[src/rtl/command_issuer.sv]
// Command FIFO feeding the ALU controller one RUN pulse at a time.
// Define ISSUE_STATS_EN to add the issued_count and cas_count outputs.
module command_issuer #(
  parameter int DEPTH     = 8,
  parameter int ISSUE_GAP = 4
) (
  input  logic                     clk,
  input  logic                     rst_n,
  input  logic [11:0]              cmd_in,
  input  logic                     cmd_valid,
  output logic                     cmd_ready,
  input  logic                     enable,
  input  logic                     flush,
  output logic                     syscall,
  output logic [11:0]              command,
  output logic                     busy,
`ifdef ISSUE_STATS_EN
  output logic [15:0]              issued_count,
  output logic [15:0]              cas_count,
`endif
  output logic [$clog2(DEPTH):0]   level
);

  localparam int AW = $clog2(DEPTH);
  localparam int CW = $clog2(ISSUE_GAP) + 1;

  localparam logic [1:0] S_IDLE  = 2'd0;
  localparam logic [1:0] S_ISSUE = 2'd1;
  localparam logic [1:0] S_WAIT  = 2'd2;

  logic [1:0]    state;
  logic [CW-1:0] gap_cnt;
  logic [11:0]   mem [DEPTH];
  logic [AW-1:0] wr_ptr;
  logic [AW-1:0] rd_ptr;
  logic          full;
  logic          push;
  logic          pop;

  assign full      = (level == (AW+1)'(DEPTH));
  assign cmd_ready = !full && !flush;
  assign push      = cmd_valid && cmd_ready;
  assign pop       = (state == S_IDLE) && enable
                     && (level != '0) && !flush;
  assign syscall   = (state == S_ISSUE);
  assign busy      = (state != S_IDLE);

  // Storage array; no reset needed, level gates every read.
  always_ff @(posedge clk) begin
    if (push)
      mem[wr_ptr] <= cmd_in;
  end

  // FIFO pointers and occupancy; flush discards everything.
  always_ff @(posedge clk or negedge rst_n) begin
    if (!rst_n) begin
      wr_ptr <= '0;
      rd_ptr <= '0;
      level  <= '0;
    end else if (flush) begin
      wr_ptr <= '0;
      rd_ptr <= '0;
      level  <= '0;
    end else begin
      if (push)
        wr_ptr <= wr_ptr + 1'b1;
      if (pop)
        rd_ptr <= rd_ptr + 1'b1;
      if (push && !pop)
        level <= level + 1'b1;
      else if (pop && !push)
        level <= level - 1'b1;
    end
  end

  // Issue sequencer: pop, pulse, then hold off for the gap.
  always_ff @(posedge clk or negedge rst_n) begin
    if (!rst_n) begin
      state   <= S_IDLE;
      gap_cnt <= '0;
      command <= '0;
    end else begin
      unique case (1'b1)
        (state == S_IDLE): begin
          if (pop) begin
            command <= mem[rd_ptr];
            state   <= S_ISSUE;
          end
        end
        (state == S_ISSUE): begin
          gap_cnt <= CW'(ISSUE_GAP - 2);
          state   <= S_WAIT;
        end
        (state == S_WAIT): begin
          gap_cnt <= gap_cnt - 1'b1;
          if (gap_cnt == CW'(1))
            state <= S_IDLE;
        end
        default: state <= S_IDLE;
      endcase
    end
  end

`ifdef ISSUE_STATS_EN
  // Saturating issue statistics; survive flush.
  always_ff @(posedge clk or negedge rst_n) begin
    if (!rst_n) begin
      issued_count <= '0;
      cas_count    <= '0;
    end else if (state == S_ISSUE) begin
      if (issued_count != 16'hFFFF)
        issued_count <= issued_count + 1'b1;
      if (command[11:9] == 3'b111 && cas_count != 16'hFFFF)
        cas_count <= cas_count + 1'b1;
    end
  end
`endif

endmodule

[config.mk]
export PLATFORM = sky130hd
export DESIGN_NAME = command_issuer
export DESIGN_NICKNAME = d
export VERILOG_FILES = /design/src/rtl/command_issuer.sv
export SDC_FILE = /design/constraint.sdc
export NUM_CORES = 1
export LEC_CHECK = 0
export ABC_AREA = 0
export ABC_CLOCK_PERIOD_IN_PS = 2700
export CORE_ASPECT_RATIO = 0.9
export CORE_MARGIN = 5
export CORE_UTILIZATION = 25
export CTS_BUF_LIST = sky130_fd_sc_hd__clkbuf_4 sky130_fd_sc_hd__clkbuf_8 sky130_fd_sc_hd__clkbuf_16
export DETAILED_ROUTE_END_ITERATION = 12
export GPL_TIMING_DRIVEN = 0
export PLACE_DENSITY = 0.48
export SLEW_MARGIN = 0
export SYNTH_ARGS = -nofsm -noshare
export SYNTH_HDL_FRONTEND = slang
export SYNTH_SLANG_ARGS = --single-unit
[constraint.sdc]
create_clock -name clk -period 2.7 [get_ports clk]
set_input_delay 0.54 -clock clk [delete_from_list [all_inputs] [get_ports clk]]
set_output_delay 0.54 -clock clk [all_outputs]
set_load 0.02 [all_outputs]
==> results.sh, run 1 <==
export IMPL_worst_setup_path_start_kind="register"
export IMPL_drt_pass1_iterations=5
export IMPL_drt_total_wl_um=10300
export IMPL_synth_cell_type_count=41
export IMPL_dpl_cell_area_mm2=0.005793
export IMPL_die_h_um=144.0
export IMPL_syn_num_nets=310
export IMPL_clockRootBuffer="clkbuf_16"
export IMPL_slowest_delay_ns=0.56
export IMPL_cp_startpoint="level[1]"
export IMPL_h_tree_depth=4
export IMPL_regArea_mm2=0.003561
export IMPL_ant_nets=0
export IMPL_worst_endpoint_required_ns=3.01
export IMPL_ys_top_cells_by_area="edfxtp_1 (58%), dfrtp_1 (14%), mux4_2 (11%), mux2i_1 (2.6%), ha_1 (2.5%)"
export IMPL_cp_top_family="simple AND/OR/NAND/NOR gates"
export IMPL_drcViolationCount=0
export IMPL_critPathMaxFanout=8
export IMPL_grt_pass1_wl_um=16640
export IMPL_die_w_um=158.9
export IMPL_synth_main_ff_cell="edfxtp_1"
export IMPL_antenna_found_initial=0
export IMPL_cts_tree="built"
export IMPL_slew_headroom=0.3897
export IMPL_multiInputGateArea_mm2=0.001399
export IMPL_final_util=0.3256
export IMPL_cts_buffer_depth=2
export IMPL_grt_usage=0.09622
export IMPL_finalMaxSlewViolations=0
export IMPL_hold_violations=0
export IMPL_antennaDiodeCount=0
export IMPL_port_buffers=35
export IMPL_vias=2665
export IMPL_synthArstFlopShare=0.2195
export IMPL_tightest_slew_ns=0.9155
export IMPL_grt_max_degree=28
export IMPL_n_fill_cell=1911
export IMPL_clk_pin_slew_worst_paths_ns=0.05
export IMPL_syn_avg_cell_area_um2=17.69
export IMPL_rows=49
export IMPL_synth_top_cell_area_share=0.5780
export IMPL_finalCritPeriodShare=0.9563
export IMPL_ir_worst_vdd_v=0.0004845
export IMPL_p_leak_nw=2.206
export IMPL_fmax_mhz=387.3
export IMPL_ys_warn_count=0
export IMPL_rsz0062_at_grt="no"
export IMPL_netlist_instances=282
export IMPL_finalWeightedCongestion=0.7303
export IMPL_cts_buffers=17
export IMPL_synth_seq_cells=123
export IMPL_hold_class="primary input to async pin"
export IMPL_cpMaxStageDelayCell="or4b_4"
export IMPL_critPathKind="register to register"
export IMPL_pin_count=36
export IMPL_setup_viol=0
export IMPL_drive_gt1_frac=0.2665
export IMPL_synth_area_mm2=0.004987
export IMPL_start_util=0.2518
export IMPL_numClockSinks=123
export IMPL_cp_buffers_inverters=1
export IMPL_synth_top_area_cell="edfxtp_1"
export IMPL_syn2layout_area_growth_pct=29.30
export IMPL_fin_skew_ns=0.01165
export IMPL_synth_seq_area_share=0.7135
export IMPL_maxCapViolCount=0
export IMPL_wl_per_cell_um=16.64
export IMPL_cp_arrival_ns=2.89
export IMPL_core_mm2=0.01980
export IMPL_fin_area_mm2=0.006449
export IMPL_crit_chain="or4b_4 > and2_0 > buf_6 > o21ai_4 > ha_1 > a21o_2 > a21oi_4 > nand3_2 > o21a_1 > o31ai_1"
export IMPL_drt_initial_drc_count=130
export IMPL_fin_nets=379
export IMPL_grt_pass1_vias=2867
export IMPL_period_needed_ns=2.582
export IMPL_synth_edf_count=96
export IMPL_crit_path_end_kind="register"
export IMPL_r2r_start="level[1]"
export IMPL_viasPerCell=4.305
export IMPL_dp_hpwl_um=7246
export IMPL_dieArea_mm2=0.02288
export IMPL_clock_latency_ns=0.41
export IMPL_status="complete, no violations"
export IMPL_power_density_mw_per_mm2=972.9
export IMPL_grt_overflow_total=0
==> stage by stage <==
stage                     setup slack, ns  setup TNS (ns)  power, mW  hold WS [ns]  cells
after floorplan                   0.03083               0      3.406        0.2444    282
after global placement             -1.785         -113.74      3.964        0.5149    572
after detailed placement          -0.4686          -7.495      4.019        0.5196    582
after CTS                        0.007363               0      6.283        0.5317    614
after global routing             0.009327               0      6.625        0.1907    619
final                              0.1179               0      6.274        0.1623    619
==> worst register-to-register path, cell delays in order (launching register included) <==
cell and delay (ns):
dfrtp_2 0.44, or4b_4 0.56, and2_0 0.17, buf_6 0.14
o21ai_4 0.09, ha_1 0.26, a21o_2 0.23, a21oi_4 0.18
nand3_2 0.10, o21a_1 0.14, o31ai_1 0.19
==> layout by cell type (no fill, tap or decap), types with 5 or more instances in the layout <==
master	n
o21ai_0	6
inv_1	11
clkbuf_4	5
clkbuf_16	17
nand2_1	11
buf_2	5
ha_1	10
mux4_2	24
dfrtp_1	25
mux2i_1	13
a21oi_1	12
buf_4	9
clkbuf_1	6
buf_6	7
clkdlybuf4s50_1	33
nor2_1	19
edfxtp_1	96
==> cell families after synthesis <==
family | synth area share
buffers and inverters | 0.02057
and+or+nand+nor | 0.05118
AOI/OAI and AO/OA | 0.03663
DFF | 0.7135
xor gates and xnor gates | 0.007026
adders and majority gates | 0.02910
muxes | 0.1420
==> cell type report <==
cell class              instances  area share
plain buffers                  13    0.009701
repair buffers                 50     0.07431
clock inverters                10     0.01921
well taps                     255     0.04948
clock buffers                  22     0.07179
multi-input cells             135      0.2169
flip-flops and latches        123      0.5522
inverters                      11    0.006403
==> cells in the mapped netlist, types with 2 or more instances <==
| cell | instances |
|---|---|
| nand3_1 | 4 |
| nor2_1 | 20 |
| dfrtp_1 | 27 |
| mux2_2 | 2 |
| ha_1 | 10 |
| nor3_1 | 2 |
| mux2i_1 | 13 |
| clkbuf_1 | 7 |
| nor4b_1 | 2 |
| o21ai_0 | 6 |
| edfxtp_1 | 96 |
| nand2_1 | 11 |
| a21o_1 | 2 |
| inv_1 | 11 |
| o2bb2ai_1 | 2 |
| a21oi_1 | 13 |
| buf_2 | 4 |
| xor2_1 | 3 |
| mux4_2 | 24 |
| nor3b_1 | 2 |
==> sequential cells by signal, indices dropped and copies added (netlist names) <==
signal,count
state,2
level,4
mem,96
wr_ptr,3
rd_ptr,3
gap_cnt,3
command,12
==> timing repair <==
item | 4_1_cts | 5_1_grt
pin swaps | 0 | 2
gates resized for setup | 5 | 5
hold buffers | 0 | 0
buffers inserted | 0 | 5
endpoints found under the setup margin | 14 | 1
==> final timing paths <==
check                      slack (ns)  depth (start not counted)         end
max                              0.12                         10    level[3]
min                              0.16                          1    level[3]
max reg2reg                      0.12                         10    level[3]
min reg2reg                      0.52                          2  command[1]
max in group asynchronous        2.08                          1    level[0]
min in group clk                 0.52                          2  command[1]
==> per-layer routing <==
layer / GRT usage / routed length (µm) / vias to the layer above
met2: 0.1536 / 4996 / 42
met1: 0.1226 / 4740 / 1377
li1: - / - / 1230
met3: 0.02593 / 353 / 16
met4: 0.04713 / 207 / 0
met5: 0 / 0 / -
==> where the power goes <==
group,internal [mW],switching (mW)
clock network,1.48,0.738
logic,0.788,0.849
registers,2.27,0.149
No activity file was read; power rests on OpenSTA's default activity.
==> run 2, diff against run 1 <==
--- a/config.mk
+++ b/config.mk
@@ -7,12 +7,12 @@
 export LEC_CHECK = 0
 export ABC_AREA = 0
 export ABC_CLOCK_PERIOD_IN_PS = 2700
-export CORE_ASPECT_RATIO = 0.9
 export CORE_MARGIN = 5
 export CORE_UTILIZATION = 25
 export CTS_BUF_LIST = sky130_fd_sc_hd__clkbuf_4 sky130_fd_sc_hd__clkbuf_8 sky130_fd_sc_hd__clkbuf_16
 export DETAILED_ROUTE_END_ITERATION = 12
 export GPL_TIMING_DRIVEN = 0
+export HOLD_SLACK_MARGIN = 0.05
 export PLACE_DENSITY = 0.48
 export SLEW_MARGIN = 0
 export SYNTH_ARGS = -nofsm -noshare
==> results.sh, run 2 (synthesized netlist as in run 1, its figures left out) <==
export IMPL_setup_slack_ns=0.1266
export IMPL_finalCritPeriodShare=0.9531
export IMPL_dieArea_mm2=0.02287
export IMPL_vias=2675
export IMPL_slew_headroom=0.3882
export IMPL_ir_worst_vdd_v=0.0004577
export IMPL_fin_nets=378
export IMPL_status="complete, no violations"
export IMPL_grt_max_degree=28
export IMPL_cp_top_family="simple AND/OR/NAND/NOR gates"
export IMPL_rsz0062_at_grt="no"
export IMPL_port_buffers=35
export IMPL_p_clk_frac=0.383
export IMPL_reg_top3="mem: 96 flops, command: 12 flops, level: 4 flops"
export IMPL_die_w_um=151.2
export IMPL_grt_overflow_total=0
export IMPL_grt_pass1_vias=2962
export IMPL_start_util=0.2554
export IMPL_fin_skew_ns=0.01038
export IMPL_tns_ns=0
export IMPL_drive_gt1_frac=0.2672
export IMPL_tightest_slew_ns=0.9177
export IMPL_fmax_mhz=388.6
export IMPL_reg2reg_setup_slack_ns=0.13
export IMPL_drt_pass1_iterations=4
export IMPL_pin_count=36
export IMPL_dpl_cell_area_mm2=0.005808
export IMPL_internal_power_mw=4.685
export IMPL_cts_tree="built"
export IMPL_place_ws_ns=-0.1894
export IMPL_cts_buffers=17
export IMPL_drt_total_wl_um=10730
export IMPL_rows=51
export IMPL_crit_path_end_kind="register"
export IMPL_combPwrFrac=0.245
export IMPL_cp_buffers_inverters=1
export IMPL_finalWeightedCongestion=0.6849
export IMPL_hold_class="primary input to async pin"
export IMPL_drcViolationCount=0
export IMPL_syn2layout_area_growth_pct=30.41
export IMPL_final_common_cell="edfxtp_1"
export IMPL_fin_area_mm2=0.006504
export IMPL_grt_usage=0.1038
export IMPL_p_sw_mw=1.825
export IMPL_antenna_found_initial=1
export IMPL_finalMaxSlewViolations=0
export IMPL_seq_power_share=0.372
export IMPL_maxCapViolCount=0
export IMPL_cp_arrival_ns=2.90
export IMPL_largest_reg_flops=96
export IMPL_clock_latency_ns=0.41
export IMPL_clockRootBuffer="clkbuf_16"
export IMPL_critPathKind="register to register"
export IMPL_antennaDiodeCount=0
export IMPL_viasPerCell=4.260
export IMPL_layout_common_cells="edfxtp_1 (96), clkdlybuf4s50_1 (33), dfrtp_1 (25)"
export IMPL_h_tree_depth=4
export IMPL_worst_endpoint_required_ns=3.02
export IMPL_whs_ns=0.1692
export IMPL_crit_chain="or4b_4 > and2_0 > buf_6 > o21ai_4 > ha_1 > a21o_2 > a21oi_2 > nand3_1 > o21a_1 > o31ai_1"
export IMPL_ant_nets=0
export IMPL_r2r_start="level[1]"
export IMPL_switching_share=0.2803
export IMPL_power_density_mw_per_mm2=1001
export IMPL_critPathMaxFanout=8
export IMPL_holdBufCountCts=0
export IMPL_period_needed_ns=2.573
export IMPL_cpMaxStageDelayCell="or4b_4"
export IMPL_setup_viol=0
export IMPL_regMostFlops="mem"
export IMPL_dp_hpwl_um=7367
export IMPL_hold_violations=0
export IMPL_cts_buffer_depth=2
export IMPL_die_h_um=151.2
export IMPL_slowest_delay_ns=0.55
export IMPL_worst_setup_path_start_kind="register"
export IMPL_n_fill_cell=1919
export IMPL_numClockSinks=123
export IMPL_wl_per_cell_um=17.08
export IMPL_drt_initial_drc_count=189
export IMPL_grt_pass1_wl_um=17170
export IMPL_p_leak_nw=2.216
export IMPL_rr_endpoint="level[3]"
export IMPL_core_mm2=0.01953
export IMPL_clk_pin_slew_worst_paths_ns=0.06
export IMPL_reg2reg_depth=10
## run 2: changes by cell type in the layout (fill, tap and decap cells not counted)
cell,change
clkinv_1,-2
nand3_2,-1
inv_6,+3
buf_4,+1
buf_6,-4
clkinv_4,+1
a21oi_4,-1
nand3_1,+1
bufinv_16,+2
a21oi_2,+1
buf_8,+2
clkinvlp_4,+2
clkinv_2,-2
clkbuf_4,-4
## run 2: layer usage
metal  track usage  wire (µm)
met5             0         11
met4       0.04080        146
met3       0.03082        363
met2        0.1718       5394
met1        0.1273       4808
## run 2: power by group through the flow
| stage | logic, mW | registers [mW] | clock network, mW |
|---|---|---|---|
| after floorplan | 0.841 | 2.57 | 0 |
| after CTS | 1.58 | 2.43 | 2.54 |
| final | 1.60 | 2.42 | 2.49 |
| after global routing | 1.77 | 2.45 | 2.65 |
| after detailed placement | 1.57 | 2.47 | 0 |
| after global placement | 1.51 | 2.46 | 0 |
## run 2: cell type report
cell class | instances | area, µm² | area share
well taps | 265 | 331.6 | 0.05098
clock buffers | 18 | 432.9 | 0.06656
multi-input cells | 135 | 1386 | 0.2132
repair buffers | 49 | 471.7 | 0.07253
plain buffers | 13 | 62.56 | 0.009619
flip-flops and latches | 123 | 3561 | 0.5475
inverters | 11 | 41.29 | 0.006349
clock inverters | 14 | 216.5 | 0.03328
## run 2: worst max-delay path by stage
| stage | start | endpoint | slack, ns | depth (start not counted) |
|---|---|---|---|---|
| after global routing | level[1] | level[3] | 0.009 | 10 |
| after global placement | cmd_valid | mem[4][9] | -2.07 | 4 |
| after floorplan | level[0] | mem[2][0] | 0.03 | 3 |
| after detailed placement | cmd_valid | level[3] | -0.19 | 11 |
| final | level[1] | level[3] | 0.13 | 10 |
| after CTS | level[1] | level[3] | 0.01 | 10 |
## run 2: repair_timing
action | 4_1_cts | 5_1_grt
pin swaps | 0 | 3
resized for setup | 3 | 4
buffers inserted | 0 | 4
setup endpoints to repair | 2 | 1
## run 2: worst register-to-register path, cell delays in order, from the launching register on
cell     delay, ns
dfrtp_2       0.43
or4b_4        0.56
and2_0        0.16
buf_6         0.14
o21ai_4       0.09
ha_1          0.27
a21o_2        0.22
a21oi_2       0.16
nand3_1       0.13
o21a_1        0.15
o31ai_1       0.18
## run 2: metrics by stage
stage | std cells | util | power, mW
after detailed placement | 592 | 0.2975 | 4.038
final | 628 | 0.3331 | 6.510
after floorplan | 282 | - | 3.406
after global routing | 628 | 0.3331 | 6.875
after global placement | 582 | 0.2903 | 3.974
after CTS | 624 | 0.3309 | 6.558
==> run 3, diff against run 2 <==
--- a/config.mk
+++ b/config.mk
@@ -14,7 +14,7 @@
 export GPL_TIMING_DRIVEN = 0
 export HOLD_SLACK_MARGIN = 0.05
 export PLACE_DENSITY = 0.48
-export SLEW_MARGIN = 0
+export SLEW_MARGIN = 20
 export SYNTH_ARGS = -nofsm -noshare
 export SYNTH_HDL_FRONTEND = slang
 export SYNTH_SLANG_ARGS = --single-unit
==> results.sh, run 3 (synthesized netlist as in run 1, its figures left out) <==
export IMPL_status="complete, no violations"
export IMPL_finalCritPeriodShare=0.9591
export IMPL_antenna_found_initial=1
export IMPL_reg2reg_setup_slack_ns=0.11
export IMPL_fin_skew_ns=0.01430
export IMPL_hold_violations=0
export IMPL_worst_setup_path_start_kind="register"
export IMPL_grt_usage=0.1020
export IMPL_n_fill_cell=1935
export IMPL_drt_total_wl_um=10860
export IMPL_largest_reg_flops=96
export IMPL_h_tree_depth=4
export IMPL_critPathKind="register to register"
export IMPL_place_ws_ns=-0.2049
export IMPL_layout_common_cells="edfxtp_1 (96), clkdlybuf4s50_1 (33), dfrtp_1 (25)"
export IMPL_fin_nets=379
export IMPL_worst_endpoint_required_ns=3.02
export IMPL_final_util=0.3299
export IMPL_drt_initial_drc_count=169
export IMPL_power_density_mw_per_mm2=980.9
export IMPL_crit_chain="or4b_4 > and2_0 > buf_6 > o21ai_4 > ha_1 > a21o_2 > a21oi_2 > nand3_1 > o21a_1 > o31ai_1"
export IMPL_pin_count=36
export IMPL_die_w_um=151.2
export IMPL_dp_hpwl_um=7444
export IMPL_numClockSinks=123
export IMPL_r2r_start="level[1]"
export IMPL_period_needed_ns=2.590
export IMPL_cp_arrival_ns=2.91
export IMPL_reg_top3="mem: 96 flops, command: 12 flops, level: 4 flops"
export IMPL_fmax_mhz=386.2
export IMPL_grt_overflow_total=0
export IMPL_port_buffers=35
export IMPL_p_total_mw=6.318
export IMPL_die_h_um=151.2
export IMPL_grt_pass1_wl_um=16940
export IMPL_final_common_cell="edfxtp_1"
export IMPL_start_util=0.2554
export IMPL_core_mm2=0.01953
export IMPL_finalMaxSlewViolations=0
export IMPL_wl_per_cell_um=17.27
export IMPL_grt_max_degree=28
export IMPL_setup_viol=0
export IMPL_grt_pass1_vias=2963
export IMPL_cts_buffer_depth=2
export IMPL_drt_pass1_iterations=4
export IMPL_slowest_delay_ns=0.55
export IMPL_rows=51
export IMPL_clk_pin_slew_worst_paths_ns=0.06
export IMPL_antennaDiodeCount=0
export IMPL_drive_gt1_frac=0.2665
export IMPL_clock_latency_ns=0.41
export IMPL_p_leak_nw=2.197
export IMPL_cts_tree="built"
export IMPL_whs_ns=0.1637
export IMPL_tns_ns=0
export IMPL_setup_slack_ns=0.1104
export IMPL_finalWeightedCongestion=0.6849
export IMPL_reg2reg_depth=10
export IMPL_syn2layout_area_growth_pct=29.15
export IMPL_regMostFlops="mem"
export IMPL_clockRootBuffer="clkbuf_16"
export IMPL_crit_path_end_kind="register"
export IMPL_rr_endpoint="level[3]"
export IMPL_ir_worst_vdd_v=0.0004591
export IMPL_critPathMaxFanout=8
export IMPL_drcViolationCount=0
export IMPL_cts_buffers=17
export IMPL_dieArea_mm2=0.02287
export IMPL_ant_nets=0
export IMPL_viasPerCell=4.253
export IMPL_vias=2675
export IMPL_maxCapViolCount=0
export IMPL_slew_headroom=0.3848
export IMPL_cpMaxStageDelayCell="or4b_4"
export IMPL_hold_class="primary input to async pin"
export IMPL_tightest_slew_ns=0.9228
[run 3: worst max path at each step]
stage	from	endpoint	slack, ns	cells past startpoint
after detailed placement	cmd_valid	mem[5][9]	-0.20	7
after floorplan	level[0]	mem[2][0]	0.03	3
after global placement	cmd_valid	mem[4][9]	-2.07	4
after CTS	level[1]	level[3]	0.02	10
final	level[1]	level[3]	0.11	10
after global routing	level[1]	level[3]	-0.001	10
[run 3: routing by layer]
layer  GRT usage  part of all wire  vias to the layer above
met5           0            0.0018                        -
met4     0.03264            0.0073                        2
met3     0.03172             0.033                        6
met2      0.1740              0.51                       41
met1      0.1230              0.45                     1396
li1            -                 -                     1230
[run 3: timing repair]
action	in CTS	in global routing
setup endpoints to repair	2	1
buffers inserted	0	4
gates resized for setup	3	4
pin swaps	0	1
hold buffers	0	0
[run 3: cell type report]
class                      instances  area (µm²)  share of cell area
sequential                       123        3561              0.5528
multi-input combinational        135        1386              0.2152
timing repair buffer              50       456.7             0.07090
clock buffer                      18       432.9             0.06721
tap                              265       331.6             0.05148
clock inverter                    14       168.9             0.02622
buffer                            13       62.56            0.009713
inverter                          11       41.29            0.006410
[run 3: where the power goes]
group          internal (mW)  total [mW]  leakage (nW)  switching (mW)
Clock                   1.46        2.29         0.286           0.831
Sequential              2.26        2.42          1.20           0.160
Combinational          0.766        1.60         0.715           0.834
[run 3: per-stage QoR]
stage	cells	cell area, µm²
after floorplan	282	4987
after global placement	582	5669
after detailed placement	593	5788
after CTS	625	6394
after global routing	629	6441
final	629	6441
[run 3: worst max-delay path, delay by kind of cell (launching register included)]
kind / cells / cell delay [ns]
buffers and inverters: 1 / 0.14
AO/OA/AOI/OAI: 5 / 0.81
AND/OR/NAND/NOR: 3 / 0.85
flip-flops: 1 / 0.44
adder cells (fa/ha/maj): 1 / 0.26
